`config.mk`:
```
export PLATFORM = sky130hd
export DESIGN_NAME = regwb_queue
export DESIGN_NICKNAME = d
export VERILOG_FILES = /design/src/rtl/regwb_queue_pkg.sv /design/src/rtl/wb_fifo.sv /design/src/rtl/regwb_queue.sv
export SDC_FILE = /design/constraint.sdc
export NUM_CORES = 1
export LEC_CHECK = 0
export BUFFER_PORTS_ARGS = -buffer_cell sky130_fd_sc_hd__buf_2
export CAP_MARGIN = 20
export CORE_ASPECT_RATIO = 1.4
export CORE_MARGIN = 1.5
export CORE_UTILIZATION = 40
export CTS_CLUSTER_DIAMETER = 50
export DETAILED_ROUTE_END_ITERATION = 16
export HOLD_SLACK_MARGIN = 0.08
export PLACE_DENSITY = 0.62
export SLEW_MARGIN = 30
export SYNTH_ARGS = -nofsm -noshare
export SYNTH_HDL_FRONTEND = slang
export SYNTH_SLANG_ARGS = --single-unit
```
`constraint.sdc`:
```
create_clock -name clk -period 5 [get_ports clk]
set_input_delay 1 -clock clk [delete_from_list [all_inputs] [get_ports clk]]
set_output_delay 1 -clock clk [all_outputs]
set_load 0.02 [all_outputs]
```
`src/rtl/regwb_queue_pkg.sv`:
```
// Shared CPU definitions for the writeback path: register index map and queue entry layout.
package regwb_queue_pkg;

    localparam int IDX_W  = 5;
    localparam int DATA_W = 64;

    localparam logic [IDX_W-1:0] G0  = 5'd0;
    localparam logic [IDX_W-1:0] G1  = 5'd1;
    localparam logic [IDX_W-1:0] G2  = 5'd2;
    localparam logic [IDX_W-1:0] G3  = 5'd3;
    localparam logic [IDX_W-1:0] G4  = 5'd4;
    localparam logic [IDX_W-1:0] G5  = 5'd5;
    localparam logic [IDX_W-1:0] G6  = 5'd6;
    localparam logic [IDX_W-1:0] G7  = 5'd7;
    localparam logic [IDX_W-1:0] G8  = 5'd8;
    localparam logic [IDX_W-1:0] G9  = 5'd9;
    localparam logic [IDX_W-1:0] G10 = 5'd10;
    localparam logic [IDX_W-1:0] G11 = 5'd11;
    localparam logic [IDX_W-1:0] G12 = 5'd12;
    localparam logic [IDX_W-1:0] G13 = 5'd13;
    localparam logic [IDX_W-1:0] G14 = 5'd14;
    localparam logic [IDX_W-1:0] G15 = 5'd15;
    localparam logic [IDX_W-1:0] FP  = 5'd16;
    localparam logic [IDX_W-1:0] SP  = 5'd17;
    localparam int               NREGS = 18;

    typedef struct packed {
        logic [IDX_W-1:0]  idx;
        logic [DATA_W-1:0] data;
    } wb_entry_t;

endpackage

```
`src/rtl/wb_fifo.sv`:
```
// In-order storage for pending register writes; exposes per-slot validity so the
// top can derive the pending-write bitmap.
module wb_fifo
    import regwb_queue_pkg::*;
#(
    parameter int DEPTH = 4
) (
    input  logic                     clk,
    input  logic                     reset,
    input  logic                     push,
    input  logic                     pop,
    input  logic                     flush,
    input  wb_entry_t                wr_entry,
    output wb_entry_t                head,
    output logic [$clog2(DEPTH):0]   count,
    output logic [DEPTH-1:0]         slot_valid,
    output logic [IDX_W-1:0]         slot_idx [DEPTH]
);

    localparam int PW = $clog2(DEPTH);

    logic [PW-1:0] wr_ptr;
    logic [PW-1:0] rd_ptr;
    wb_entry_t     mem [DEPTH];

    always_ff @(posedge clk or negedge reset) begin
        if (!reset) begin
            wr_ptr <= '0;
            rd_ptr <= '0;
            count  <= '0;
        end else if (flush) begin
            wr_ptr <= '0;
            rd_ptr <= '0;
            count  <= '0;
        end else begin
            if (push) wr_ptr <= wr_ptr + 1'b1;
            if (pop)  rd_ptr <= rd_ptr + 1'b1;
            case ({push, pop})
                2'b10:   count <= count + 1'b1;
                2'b01:   count <= count - 1'b1;
                default: ;
            endcase
        end
    end

    // Storage carries no reset; validity comes solely from the pointers and count.
    always_ff @(posedge clk) begin
        if (push && !flush) mem[wr_ptr] <= wr_entry;
    end

    assign head = mem[rd_ptr];

    always_comb begin
        for (int i = 0; i < DEPTH; i++) begin
            slot_valid[i] = {1'b0, PW'(PW'(i) - rd_ptr)} < count;
            slot_idx[i]   = mem[i].idx;
        end
    end

endmodule

```
`src/rtl/regwb_queue.sv`:
```
// Writeback queue between execute and the register bank, with a pending-write
// bitmap for decode stalls and a sticky flag for out-of-range destinations.
module regwb_queue #(
    parameter int DEPTH = 4,
    parameter int NREGS = regwb_queue_pkg::NREGS
) (
    input  logic             clk,
    input  logic             reset,
    input  logic             wb_valid,
    output logic             wb_ready,
    input  logic [4:0]       wb_idx,
    input  logic [63:0]      wb_data,
    output logic             rf_we,
    input  logic             rf_ready,
    output logic [4:0]       rf_idx,
    output logic [63:0]      rf_data,
    input  logic             flush,
    output logic [NREGS-1:0] busy,
    output logic             bad_idx
);

    import regwb_queue_pkg::*;

    localparam int CW = $clog2(DEPTH) + 1;

    logic [CW-1:0]    count;
    logic [DEPTH-1:0] slot_valid;
    logic [IDX_W-1:0] slot_idx [DEPTH];
    wb_entry_t        head;
    wb_entry_t        wr_entry;
    logic             idx_ok;
    logic             handshake;
    logic             push;
    logic             pop;

    // Reset is folded in so the queue refuses results while held in reset.
    assign wb_ready  = reset && (count != CW'(DEPTH)) && !flush;
    assign idx_ok    = 32'(wb_idx) < NREGS;
    assign handshake = wb_valid && wb_ready;
    assign push      = handshake && idx_ok;
    assign rf_we     = (count != '0);
    assign pop       = rf_we && rf_ready;
    assign wr_entry  = '{idx: wb_idx, data: wb_data};

    wb_fifo #(.DEPTH(DEPTH)) u_fifo (
        .clk        (clk),
        .reset      (reset),
        .push       (push),
        .pop        (pop),
        .flush      (flush),
        .wr_entry   (wr_entry),
        .head       (head),
        .count      (count),
        .slot_valid (slot_valid),
        .slot_idx   (slot_idx)
    );

    assign rf_idx  = rf_we ? head.idx  : '0;
    assign rf_data = rf_we ? head.data : '0;

    always_ff @(posedge clk or negedge reset) begin
        if (!reset) begin
            bad_idx <= 1'b0;
        end else if (handshake && !idx_ok) begin
            bad_idx <= 1'b1;
        end
    end

    always_comb begin
        busy = '0;
        for (int r = 0; r < NREGS; r++) begin
            for (int i = 0; i < DEPTH; i++) begin
                if (slot_valid[i] && (slot_idx[i] == 5'(r))) busy[r] = 1'b1;
            end
        end
    end

endmodule

```
==> After elaboration in Yosys (flattened, before gate mapping) <==
Memory sizes are Yosys's and may differ from the RTL's.
Cells that the tools add are included.
{ "op_classes": {"n_lt_le_gt_ge": 5, "n_reduce_logical": 89, "eq_ne": 71, "addsub": 8, "n_mux": 82} }
{ "ops": {"columns": ["cell", "n"], "rows": [
  ["== test 5 x 4 -> 1 bit, second input constant", 32],
  ["== test 5 x 3 -> 1 bit, second input constant", 16],
  ["logical AND 1 bit", 79],
  ["two-way mux 1 bit", 74],
  ["two-way mux 64 bit", 1],
  ["== test 5 x 2 -> 1 bit, second input constant", 8],
  ["== test 5 bit, second input constant", 8],
  ["== test 5 x 1 -> 1 bit, second input constant", 4],
  ["zero test 5 bit", 4],
  ["less-than comparator 2 x 3 -> 1 bit", 4],
  ["two-way mux 2 bit", 4],
  ["case mux 3 bit (2 select lines)", 1],
  ["nonzero test 3 bit", 2],
  ["less-than comparator 5 bit, second input constant", 1],
  ["two-way mux 5 bit", 1],
  ["adder 2 x 1 -> 2 bit, second input constant", 2],
  ["nonzero test 2 bit", 2],
  ["subtractor 1 x 2 -> 2 bit, first input constant", 2],
  ["subtractor 2 bit, first input constant", 2],
  ["adder 3 x 1 -> 3 bit, second input constant", 1],
  ["two-way mux 3 bit", 1],
  ["inequality test 3 bit, second input constant", 1],
  ["subtractor 3 x 1 -> 3 bit, second input constant", 1],
  ["== test 2 x 1 -> 1 bit, second input constant", 1],
  ["2 further kinds", 3]
]} }
{ "totals": {"elab_cells": 260, "in_bits": 74, "regBits": 8, "ramBits": 276, "memories": 1} }
{ "mem_list": {"columns": ["memory", "words", "width", "rd", "rd_ports_with_merged_regs", "wr", "line", "source"], "rows": [
  ["u_fifo.mem", 4, 69, 5, 0, 1, "wb_fifo.sv:24", "wb_entry_t mem [DEPTH];"]
]} }

==> Longest topological paths before layout <==
{ "logic_depth": {"depth_word": 8, "mapped_depth": 10, "ltp_nobuf": 8} }

==> Modules after synthesis <==
A second synthesis with hierarchy kept.
{ "hier_totals": {"cells_unflattened": 645, "area_unflattened_um2": 11985.2} }
{ "by_module_without_submodules": {"columns": ["mod", "area_each_um2", "seq_area_each_um2", "n_inst", "cells_each"], "rows": [
  ["wb_fifo", 10662.7, 8463.1, 1, 441],
  ["regwb_queue", 1322.5, 25.0, 1, 204]
]} }

==> Worst setup path before layout <==
Ideal clock, no wire load.
{ "synth_timing": {"path_type": "input port to flip-flop", "startpoint": "input port flush", "endpoint": "memory u_fifo.mem[0][0] (netlist name) (enable)", "path_buffers": 1, "cell_stages": 4, "t_arrival_ps": 3397, "required_ps": 4565, "setup_time_ps": 435, "slack_ps": 1168, "path_cell_list": "buf_4 nand3b_1 nor3_4 and2_1"} }
{ "synth_via": {"elab_chain_len": 7} }
{ "synth_rtl": {"columns": ["element", "line", "source"], "rows": [
  ["from (decl)", "regwb_queue.sv:17", "input logic flush,"],
  ["zero test 1 bit *", "wb_fifo.sv:48, regwb_queue.sv:37", null],
  ["logical AND 1 bit", "regwb_queue.sv:37", "assign wb_ready = reset && (count != CW'(DEPTH)) && !flush;"],
  ["logical AND 1 bit", "regwb_queue.sv:39", "assign handshake = wb_valid && wb_ready;"],
  ["logical AND 1 bit", "regwb_queue.sv:40", "assign push = handshake && idx_ok;"],
  ["logical AND 1 bit *", "wb_fifo.sv:48", "if (push && !flush) mem[wr_ptr] <= wr_entry;"],
  ["two-way mux 1 bit *", "wb_fifo.sv:48", null],
  ["two-way mux 1 bit (implied by the code) *", "wb_fifo.sv:48", null],
  ["to (decl)", "wb_fifo.sv:24", null]
]} }
Mark *: on every way between the ends. The rest lies on a longest branch, timed or not.

==> Worst setup path after layout <==
{ "layout_timing": {"startpoint": "register u_fifo.rd_ptr[1]", "endpoint": "output port busy[14]"} }
{ "layout_via": {"elab_chain_len": 7, "word_cells_on_any_way": 16} }
{ "layout_rtl": {"columns": ["element", "line", "source"], "rows": [
  ["from (decl)", "wb_fifo.sv:23", "logic [PW-1:0] rd_ptr;"],
  ["from (signal assigned)", "wb_fifo.sv:37", "if (pop) rd_ptr <= rd_ptr + 1'b1;"],
  ["subtractor 1 x 2 -> 2 bit", "wb_fifo.sv:55", "slot_valid[i] = {1'b0, PW'(PW'(i) - rd_ptr)} < count;"],
  ["less-than comparator 2 x 3 -> 1 bit", "wb_fifo.sv:55", null],
  ["logical AND 1 bit", "regwb_queue.sv:73", "if (slot_valid[i] && (slot_idx[i] == 5'(r))) busy[r] = 1'b1;"],
  ["two-way mux 1 bit (3 in a row)", "regwb_queue.sv:73", null],
  ["two-way mux 1 bit *", "regwb_queue.sv:73", null],
  ["to (decl)", "regwb_queue.sv:18", "output logic [NREGS-1:0] busy,"]
]} }
Marked as above.

==> metrics.txt <==
status complete, no violations; Tcrit/Tclk final 85.4%; leakage power 4.77 nW; num ports 164; XOR/XNOR Fraction of Synth Area 0.510%; area share of the largest cell type after synthesis 70.4%; clk buf depth 3; VDD IR max 0.317 mV; CP max FO 38; hpwl dp 16,700 microns; Relative slew margins 40.3%; Max Cap Viol 0; post-synthesis adder-cell area fraction 1.02%; global-route wire length before repair 38,600 microns; Residual DRC 0; Post-Route WL 25,700 microns; Layout Nets 881; synthesized instance count 626; asr flop ratio synth 2.82%; critical path arrival 3.27 ns; register clock-pin slew on the reported worst setup and hold paths 0.06 ns; fin cells 1,198; htree depth 1; Final Core Density 47.8%; post-synthesis net count 709; DR WL/cell 21.5 microns; CTS tree yes; cell area after layout 0.0139 sq mm; Post-CTS Hold Buffers 0; Tightest Pin Transition 0.895 ns; standard-cell rows 74; Max Freq 0.234 GHz; Synth Area in Compound Gates 3.05%; CTS resizes 0; Syn Std Cell Area 0.0118 sq mm; Yosys Warn Count 0; Final GP Congestion 0.912; Root Buffer clkbuf_16; antenna violations before repair 2; layout cell share with drive strength beyond 1 36.4%; DR pass1 iterations 4; EDFF count, synth 276; sequential area share after synthesis 72.1%; R2R setup slack 2.50 ns; # setup viols final 0; Die Height 206 microns; Crit path required time 4.00 ns; Final Max Slew Viols 0; min Tclk post-route 4.27 ns; vias per inst 5.19; reg2reg start u_fifo.count[2]; ranking of synthesized cells by area edfxtp_1, mux4_2, and2_1; core area 0.0291 sq mm; Yosys cell types 57; vias post-DR 6,223; top-count cell post-synth edfxtp_1; placed standard-cell area 0.0131 sq mm; Setup crit start kind flop; Post-Route Skew 0.00799 ns; clock latency at the later pin of the worst-skew pair 0.52 ns; Synth area leader edfxtp_1; total gr overflow 0; RSZ-0062 raised after global routing no; pwr/cell area 466 mW/mm^2; Setup TNS 0 ns; First DRT Iteration DRCs 364; WHS 0.324 ns; Synth Register Bits 284; crit end category primary output; PortBufs 163; CP Class flop to primary output; number of post-CTS setup repair buffers 0; DP Cell Count 1,150; clock sinks 284; vias in the first global route 6,524; Post-Synth Simple-Gate Area 8.54%; TritonCTS Buffers 26; main combinational cell family by area after synthesis multiplexers; min-delay worst type input pin to asynchronous set/reset pin; pin count of the biggest net entering global routing 45; Post-DRT Antenna Nets 0; commonest cells in the netlist edfxtp_1, and2_1, mux4_2; post-synthesis mux area share 13.5%; growth of design area from synthesis to finish 17.9%; most common flop cell mapped by yosys edfxtp_1; Global Route Usage Sum 17.0%; Starting Density 40.5%; RR Endpoint u_fifo.mem[1][41]; synthesized area per cell 18.8 sq um; Reg2Reg Depth 4; die width 148 microns; final hold vios 0; die area 0.0305 sq mm
[final cells by class]
cell class / count / area (sq um)
antenna: 1 / 2.50
clock buffer: 38 / 737
clock inverter: 9 / 68.8
fill: 2569 / 15200
inverter: 6 / 22.5
multi-input combinational: 305 / 3140
sequential: 284 / 8500
tap: 380 / 475
timing repair buffer: 175 / 943
[routing by layer]
metal / vias to the layer above / GRT usage, % / wire length (microns)
met5: - / 0 / 13
met4: 2 / 6.75 / 784
met3: 39 / 2.45 / 1040
met2: 166 / 30.6 / 13800
met1: 3170 / 20.5 / 10100
li1: 2846 / - / -
[worst max-delay path: stages, from the launching register on]
cell     delay (ns)
dfrtp_4        0.82
buf_4          0.58
ha_1           0.24
o21a_2         0.21
nor2_1         0.10
and4_1         0.20
or4_1          0.39
buf_2          0.17
[state kept, by name, summed over array words and instances (netlist names)]
name,cells
bad_idx,1
u_fifo.count,3
u_fifo.mem,276
u_fifo.wr_ptr,2
u_fifo.rd_ptr,2
[worst max-delay path by stage]
stage,endpoint,depth (start not counted),slack [ns],from
2_1_floorplan,u_fifo.mem[0][0],4,1.17,flush
3_3_place_gp,busy[14],7,1.24,u_fifo.rd_ptr[1]
3_5_place_dp,busy[14],7,1.24,u_fifo.rd_ptr[1]
4_1_cts,busy[14],7,0.66,u_fifo.rd_ptr[1]
5_1_grt,busy[14],7,0.53,u_fifo.rd_ptr[1]
6_report,busy[14],7,0.73,u_fifo.rd_ptr[1]
[cell families after synthesis]
logic type / after synthesis
buffers and inverters: 37
muxes: 72
and+or+nand+nor: 172
AOI/OAI and AO/OA: 46
xor gates and xnor gates: 6
adders and majority gates: 9
DFF: 284
[power by group]
group          internal, mW  switching [mW]
clock                  1.07           0.801
sequential             2.65          0.0820
combinational         0.749            1.12
[metrics by stage]
| stage | total power, mW | setup WS (ns) |
|---|---|---|
| 4_1_cts | 6.58 | 0.658 |
| 6_report | 6.47 | 0.729 |
| 2_1_floorplan | 4.03 | 1.17 |
| 3_3_place_gp | 4.69 | 1.24 |
| 3_5_place_dp | 4.69 | 1.24 |
| 5_1_grt | 6.77 | 0.527 |
[cells in the final DEF (no fill, tap or decap), types with 3 or more instances in the layout]
cell type | netlist | layout
a21oi_1 | 4 | 4
a221o_1 | 4 | 4
a22oi_1 | 3 | 3
and2_1 | 75 | 71
and2_4 | 0 | 4
buf_12 | 0 | 3
buf_2 | 11 | 163
buf_4 | 1 | 9
clkbuf_1 | 17 | 9
clkbuf_16 | 0 | 27
clkinv_1 | 0 | 4
clkinv_2 | 0 | 3
dfrtp_1 | 8 | 6
edfxtp_1 | 276 | 276
ha_1 | 8 | 8
inv_1 | 5 | 5
mux2i_1 | 3 | 3
mux4_2 | 69 | 69
nand2_1 | 21 | 21
nand2b_1 | 7 | 7
nand3_1 | 14 | 14
nand4_1 | 5 | 5
nor2_1 | 20 | 20
nor2b_1 | 11 | 11
nor3_1 | 4 | 4
o211ai_1 | 3 | 3
o21ai_1 | 3 | 3
o22a_1 | 7 | 7
o22ai_1 | 6 | 6
xnor2_1 | 3 | 3
Note: power is estimated with default switching activity, not from simulation.
